$ cat src/rtl/hilo_div_unit.sv
// HI/LO register unit: captures ALU products, MTHI/MTLO moves, and runs
// DIV/DIVU as a 32-iteration restoring divide with a busy stall output.
module hilo_div_unit #(
  parameter int WIDTH = 32
) (
  input  logic             clk,
  input  logic             reset,
  input  logic             op_valid,
  input  logic [2:0]       op,
  input  logic [WIDTH-1:0] alu_hi,
  input  logic [WIDTH-1:0] alu_lo,
  input  logic [WIDTH-1:0] rs_val,
  input  logic [WIDTH-1:0] rt_val,
  output logic             busy,
  output logic [WIDTH-1:0] hi,
  output logic [WIDTH-1:0] lo,
  output logic             div_by_zero
);

  localparam logic [2:0] OP_WRITE_ALU = 3'b001;
  localparam logic [2:0] OP_DIV       = 3'b010;
  localparam logic [2:0] OP_DIVU      = 3'b011;
  localparam logic [2:0] OP_MTHI      = 3'b100;
  localparam logic [2:0] OP_MTLO      = 3'b101;

  typedef enum logic [1:0] {
    S_IDLE = 2'd0,
    S_DIV  = 2'd1,
    S_FIN  = 2'd2
  } state_t;

  state_t           state_q, state_d;
  logic [4:0]       cnt_q, cnt_d;
  logic [WIDTH:0]   rem_q, rem_d;
  logic [WIDTH-1:0] dvs_q, dvs_d;
  logic [WIDTH-1:0] quo_q, quo_d;
  logic             q_neg_q, q_neg_d;
  logic             r_neg_q, r_neg_d;
  logic [WIDTH-1:0] hi_q, hi_d;
  logic [WIDTH-1:0] lo_q, lo_d;
  logic             busy_q, busy_d;
  logic             dbz_q, dbz_d;

  logic             accept_s;
  logic             is_signed_s;
  logic             rs_neg_s;
  logic             rt_neg_s;
  logic [WIDTH-1:0] rs_mag_s;
  logic [WIDTH-1:0] rt_mag_s;
  logic [WIDTH:0]   shifted_s;
  logic             ge_s;

  always_comb begin
    accept_s    = op_valid & ~busy_q;
    is_signed_s = (op == OP_DIV);
    rs_neg_s    = is_signed_s & rs_val[WIDTH-1];
    rt_neg_s    = is_signed_s & rt_val[WIDTH-1];
    rs_mag_s    = rs_neg_s ? (32'd0 - rs_val) : rs_val;
    rt_mag_s    = rt_neg_s ? (32'd0 - rt_val) : rt_val;
    // Trial compare is done one bit wider so the shifted remainder never wraps.
    shifted_s   = {rem_q[WIDTH-1:0], quo_q[WIDTH-1]};
    ge_s        = ({rem_q, quo_q[WIDTH-1]} >= {2'b00, dvs_q});

    state_d = state_q;
    cnt_d   = cnt_q;
    rem_d   = rem_q;
    dvs_d   = dvs_q;
    quo_d   = quo_q;
    q_neg_d = q_neg_q;
    r_neg_d = r_neg_q;
    hi_d    = hi_q;
    lo_d    = lo_q;
    dbz_d   = 1'b0;

    case (state_q)
      S_IDLE: begin
        if (accept_s) begin
          case (op)
            OP_WRITE_ALU: begin
              hi_d = alu_hi;
              lo_d = alu_lo;
            end
            OP_MTHI: hi_d = rs_val;
            OP_MTLO: lo_d = rs_val;
            OP_DIV, OP_DIVU: begin
              if (rt_val == 32'd0) begin
                dbz_d = 1'b1;
              end else begin
                state_d = S_DIV;
                cnt_d   = 5'd0;
                rem_d   = 33'd0;
                dvs_d   = rt_mag_s;
                quo_d   = rs_mag_s;
                q_neg_d = rs_neg_s ^ rt_neg_s;
                r_neg_d = rs_neg_s;
              end
            end
            default: state_d = S_IDLE;
          endcase
        end else begin
          state_d = S_IDLE;
        end
      end
      S_DIV: begin
        if (ge_s) begin
          rem_d = shifted_s - {1'b0, dvs_q};
          quo_d = {quo_q[WIDTH-2:0], 1'b1};
        end else begin
          rem_d = shifted_s;
          quo_d = {quo_q[WIDTH-2:0], 1'b0};
        end
        cnt_d = cnt_q + 5'd1;
        if (cnt_q == 5'd31) begin
          state_d = S_FIN;
        end else begin
          state_d = S_DIV;
        end
      end
      S_FIN: begin
        lo_d    = q_neg_q ? (32'd0 - quo_q) : quo_q;
        hi_d    = r_neg_q ? (32'd0 - rem_q[WIDTH-1:0]) : rem_q[WIDTH-1:0];
        state_d = S_IDLE;
      end
      default: state_d = S_IDLE;
    endcase

    busy_d = (state_d != S_IDLE);
  end

  // All state and registered outputs; reset discards any in-flight divide.
  always_ff @(posedge clk) begin
    if (reset) begin
      state_q <= S_IDLE;
      cnt_q   <= 5'd0;
      rem_q   <= 33'd0;
      dvs_q   <= 32'd0;
      quo_q   <= 32'd0;
      q_neg_q <= 1'b0;
      r_neg_q <= 1'b0;
      hi_q    <= 32'd0;
      lo_q    <= 32'd0;
      busy_q  <= 1'b0;
      dbz_q   <= 1'b0;
    end else begin
      state_q <= state_d;
      cnt_q   <= cnt_d;
      rem_q   <= rem_d;
      dvs_q   <= dvs_d;
      quo_q   <= quo_d;
      q_neg_q <= q_neg_d;
      r_neg_q <= r_neg_d;
      hi_q    <= hi_d;
      lo_q    <= lo_d;
      busy_q  <= busy_d;
      dbz_q   <= dbz_d;
    end
  end

  assign busy        = busy_q;
  assign hi          = hi_q;
  assign lo          = lo_q;
  assign div_by_zero = dbz_q;

endmodule

$ cat config.mk
export PLATFORM = sky130hd
export DESIGN_NAME = hilo_div_unit
export DESIGN_NICKNAME = d
export VERILOG_FILES = /design/src/rtl/hilo_div_unit.sv
export SDC_FILE = /design/constraint.sdc
export NUM_CORES = 1
export LEC_CHECK = 0
export ABC_AREA = 1
export CAP_MARGIN = 20
export CORE_MARGIN = 2
export CORE_UTILIZATION = 50
export CTS_CLUSTER_SIZE = 8
export DETAILED_ROUTE_END_ITERATION = 8
export GPL_TIMING_DRIVEN = 0
export PLACE_DENSITY = 0.83
export SLEW_MARGIN = 20
export SYNTH_ARGS = -nofsm -noshare
export SYNTH_HDL_FRONTEND = slang
export SYNTH_SLANG_ARGS = --single-unit
$ cat constraint.sdc
create_clock -name clk -period 2.1 [get_ports clk]
set_input_delay 0.315 -clock clk [delete_from_list [all_inputs] [get_ports clk]]
set_output_delay 0.315 -clock clk [all_outputs]
set_load 0.01 [all_outputs]
==> impl_metrics.csv <==
group,metric,value,unit
outcome,status,"complete, but fails checks",
outcome,violations,"negative setup slack",
cells_and_area,nets,2816,
route,firstDrtPassIters,7,
clock_network,clock_path_buffers,2,
global_routing,overflow,0,
route,drc,0,
clock_network,htree_levels,4,
clock_network,clk_pin_slew,0.08,ns
placed_design,portBuffers,197,
route,drt.antenna.violating_nets,0,
placed_design,dpl.hpwl,49.88,mm
clock_network,cts_hold_buf,0,
run,drv_cap,0,
sta,hold_ws,0.3403,ns
cells_and_area,fill_cells,2362,
worst_setup_path,cp_slowest_stage_delay,0.43,ns
sta,fin_crit,2.353,ns
yosys,synthCells,2356,
route,vias,18570,
placed_design,place.gp.congestion,1.021,
sta,finClkSkew,0.02075,ns
placed_design,pre_cts_ws,-0.9097,ns
yosys,synth-edff-count,0,
yosys,synth_area,0.01375,mm²
power,seq_power_share,15.7,%
clock_network,clkSinkCount,172,
die,ios,200,
yosys,synth_ff_type,"dfxtp_1",
power,power.internal,12.57,mW
power,leakage,8.447,nW
worst_setup_path,cp-start-kind,"register",
clock_network,cts_buffers,17,
die,rows,60,
power,p_switching,14.01,mW
sta,fmaxAchievable,0.4250,GHz
global_routing,first_global_vias,16830,
sta,rsz0062_at_grt,"true",
yosys,yosys-top-cells-area,"dfxtp_1 (25%), nand2_1 (18%), inv_1 (8.7%), nand3_1 (7.8%), o21ai_0 (7.0%)",
sta,setup_ws,-0.2531,ns
power,ir_drop,1.378,mV
sta,worstMarginPinSlew,0.9525,ns
worst_setup_path,worst-path-max-fanout,6,
power,switching_share,52.71,%
cells_and_area,syn_to_final_growth,39.44,%
yosys,ys_ff_latch,172,
global_routing,track_usage,43.40,%
die,fp.coreArea,0.02695,mm²
cells_and_area,drive_gt1_share,19.47,%
die,die_w,169.8,µm
yosys,seq_area_frac_synth,25.05,%
route,viasPerCell,6.195,
worst_setup_path,critPathArrivalTime,2.69,ns
cells_and_area,final_util,71.12,%
cells_and_area,antenna_cells,0,
power,p_per_area,1386,mW/mm²
sta,min_period_over_period,112.1,%
worst_hold_path,hold_class,"in -> reg",
global_routing,grt_first_pass_wirelength,94.90,mm
sta,setup_viol,34,
worst_setup_path,crit_slowest_cell,"fa_2",
yosys,yosys.area.top_type,"dfxtp_1",
route,drt_iter0_markers,2498,
worst_setup_path,crit_type,"reg -> reg",
yosys,syn_nets,2529,
die,die_area,0.02883,mm²
route,avgRoutedWirePerCell,22.27,µm
yosys,syn_area_per_cell,5.834,µm²
power,pwr-share-clk,12.6,%
yosys,ys_types,44,
worst_setup_path,path_common_cell,"nand3_2",
yosys,yosysWarningCount,0,
global_routing,grt_max_degree,19,
global_routing,antenna_found_initial,0,
power,comb_power_share,71.8,%
sta,finalMaxSlewViolations,0,
clock_network,clock_latency,0.45,ns
yosys,ys_async_sr_fraction,0,%
yosys,netlist.area_leader.share,25.05,%
clock_network,cts_tree,"yes",
worst_setup_path,path_cells,"inv_6 > ha_4 > inv_4 > fa_2 > nand3_2 > nand3_2 > nand2_2 > nand2_4 > nand3_4 > nand2_8 > buf_8 > nand2_1 > nand3_1 > a21oi_1",
sta,hold_viol,0,
route,wirelength,66.76,mm
clock_network,root_buffer,"clkbuf_16",
sta,relSlewSlack,36.50,%
die,initial_core_util,51.00,%
die,die_y,169.8,µm
worst_setup_path,cp.required,2.44,ns
worst_setup_path,cp-end-kind,"register",
==> kinds of logic (layout without fill, tap and decap cells) <==
logic type / Yosys count / count (layout) / synth area share, %
AO/OA/AOI/OAI: 503 / 503 / 20.13
flip-flops: 172 / 172 / 25.05
adder cells (fa/ha/maj): 39 / 39 / 3.605
buffers and inverters: 423 / 720 / 11.88
AND/OR/NAND/NOR: 1159 / 1162 / 35.52
XOR/XNOR: 60 / 60 / 3.823
==> area by class of cell <==
| cell class | count | area (µm²) | area share, % |
|---|---|---|---|
| Clock inverter | 15 | 171.4 | 0.8943 |
| Timing Repair Buffer | 267 | 2640 | 13.77 |
| Multi-Input combinational cell | 1764 | 10150 | 52.93 |
| Clock buffer | 17 | 425.4 | 2.219 |
| Buffer | 101 | 613.1 | 3.199 |
| Tap cell | 341 | 426.7 | 2.226 |
| Inverter | 320 | 1222 | 6.378 |
| Sequential cell | 172 | 3522 | 18.38 |
==> cells in the final DEF, fill, tap and decap left out, drive strengths merged, types with 2 or more instances in the layout <==
cell type      synthesis  routed
nand2                652     653
inv                  320     328
nand3                215     216
nor2                 208     209
clkdlybuf4s50          0     195
o21ai                195     195
a21oi                184     184
dfxtp                172     172
buf                   41     106
clkbuf                62      82
a31oi                 55      55
o211ai                41      41
ha                    38      38
xor2                  36      36
nand4                 31      31
xnor2                 24      24
nor3                  20      20
nand3b                16      16
a22oi                 11      11
and2                   6       6
nor4                   6       6
or2                    5       5
a211oi                 4       4
o31ai                  3       3
clkinvlp               0       3
clkinv                 0       3
o21a                   2       2
dlymetal6s2s           0       2
o21bai                 2       2
==> Yosys cell counts, drive strengths merged (2+ instances only) <==
cell    instances
dfxtp         172
a31oi          55
ha             38
a21oi         184
o31ai           3
a211oi          4
a22oi          11
nor3           20
and2            6
nor2          208
or2             5
nor4            6
xor2           36
clkbuf         62
buf            41
o21bai          2
nand2         652
inv           320
xnor2          24
o21ai         195
nand3b         16
o21a            2
nand3         215
nand4          31
o211ai         41
==> timing repair <==
action / CTS / global route
setup endpoints to repair: 168 / 150
buffers inserted: 31 / 33
gates resized for setup: 261 / 273
pin swaps: 38 / 73
gates cloned: 8 / 3
==> critical path: cells and delay by family (launching register included) <==
kind	cells	cell delay, ns
simple gates	8	0.84
fa+ha+maj	2	0.58
flops	1	0.36
buf+inv	3	0.29
compound gates	1	0.19
==> flip-flops by register name, indices dropped and copies added, names as in the netlist, 2 cells and up <==
signal,cells
state_q,2
dvs_q,32
rem_q,33
lo,32
cnt_q,5
quo_q,32
hi,32
==> power by group through the flow <==
stage                     clock network, mW  logic (mW)  registers (mW)
after floorplan                           0        8.79            3.90
after global placement                    0        12.1            4.06
after detailed placement                  0        12.2            4.07
after CTS                              3.30        15.1            4.09
after global routing                   3.45        20.4            4.17
final                                  3.34        19.1            4.17
==> per-layer routing <==
metal | up-vias | track usage, % | wire length (µm)
met2 | 1308 | 68.61 | 29170
met3 | 321 | 10.17 | 7712
met4 | 0 | 24.71 | 4768
li1 | 8314 | - | -
met1 | 8624 | 54.29 | 25110
met5 | - | 0 | 0
==> stage by stage <==
stage | cell area [µm²] | cells | TNS (ns) | power [mW]
2_1_floorplan | 13750 | 2356 | 0 | 12.69
3_3_place_gp | 16140 | 2894 | -96.03 | 16.11
3_5_place_dp | 16140 | 2894 | -105.46 | 16.26
4_1_cts | 18050 | 2965 | -0.2940 | 22.45
5_1_grt | 19170 | 2997 | -8.898 | 28.07
6_report | 19170 | 2997 | -5.882 | 26.57
==> worst paths after layout <==
path	start	to	slack (ns)	cells after the start
max	quo_q[31]	rem_q[16]	-0.25	14
min	op[2]	lo[22]	0.34	5
max reg2reg	quo_q[31]	rem_q[16]	-0.25	14
min reg2reg	cnt_q[4]	cnt_q[4]	0.48	2
Note: power is estimated with default switching activity, not from simulation.
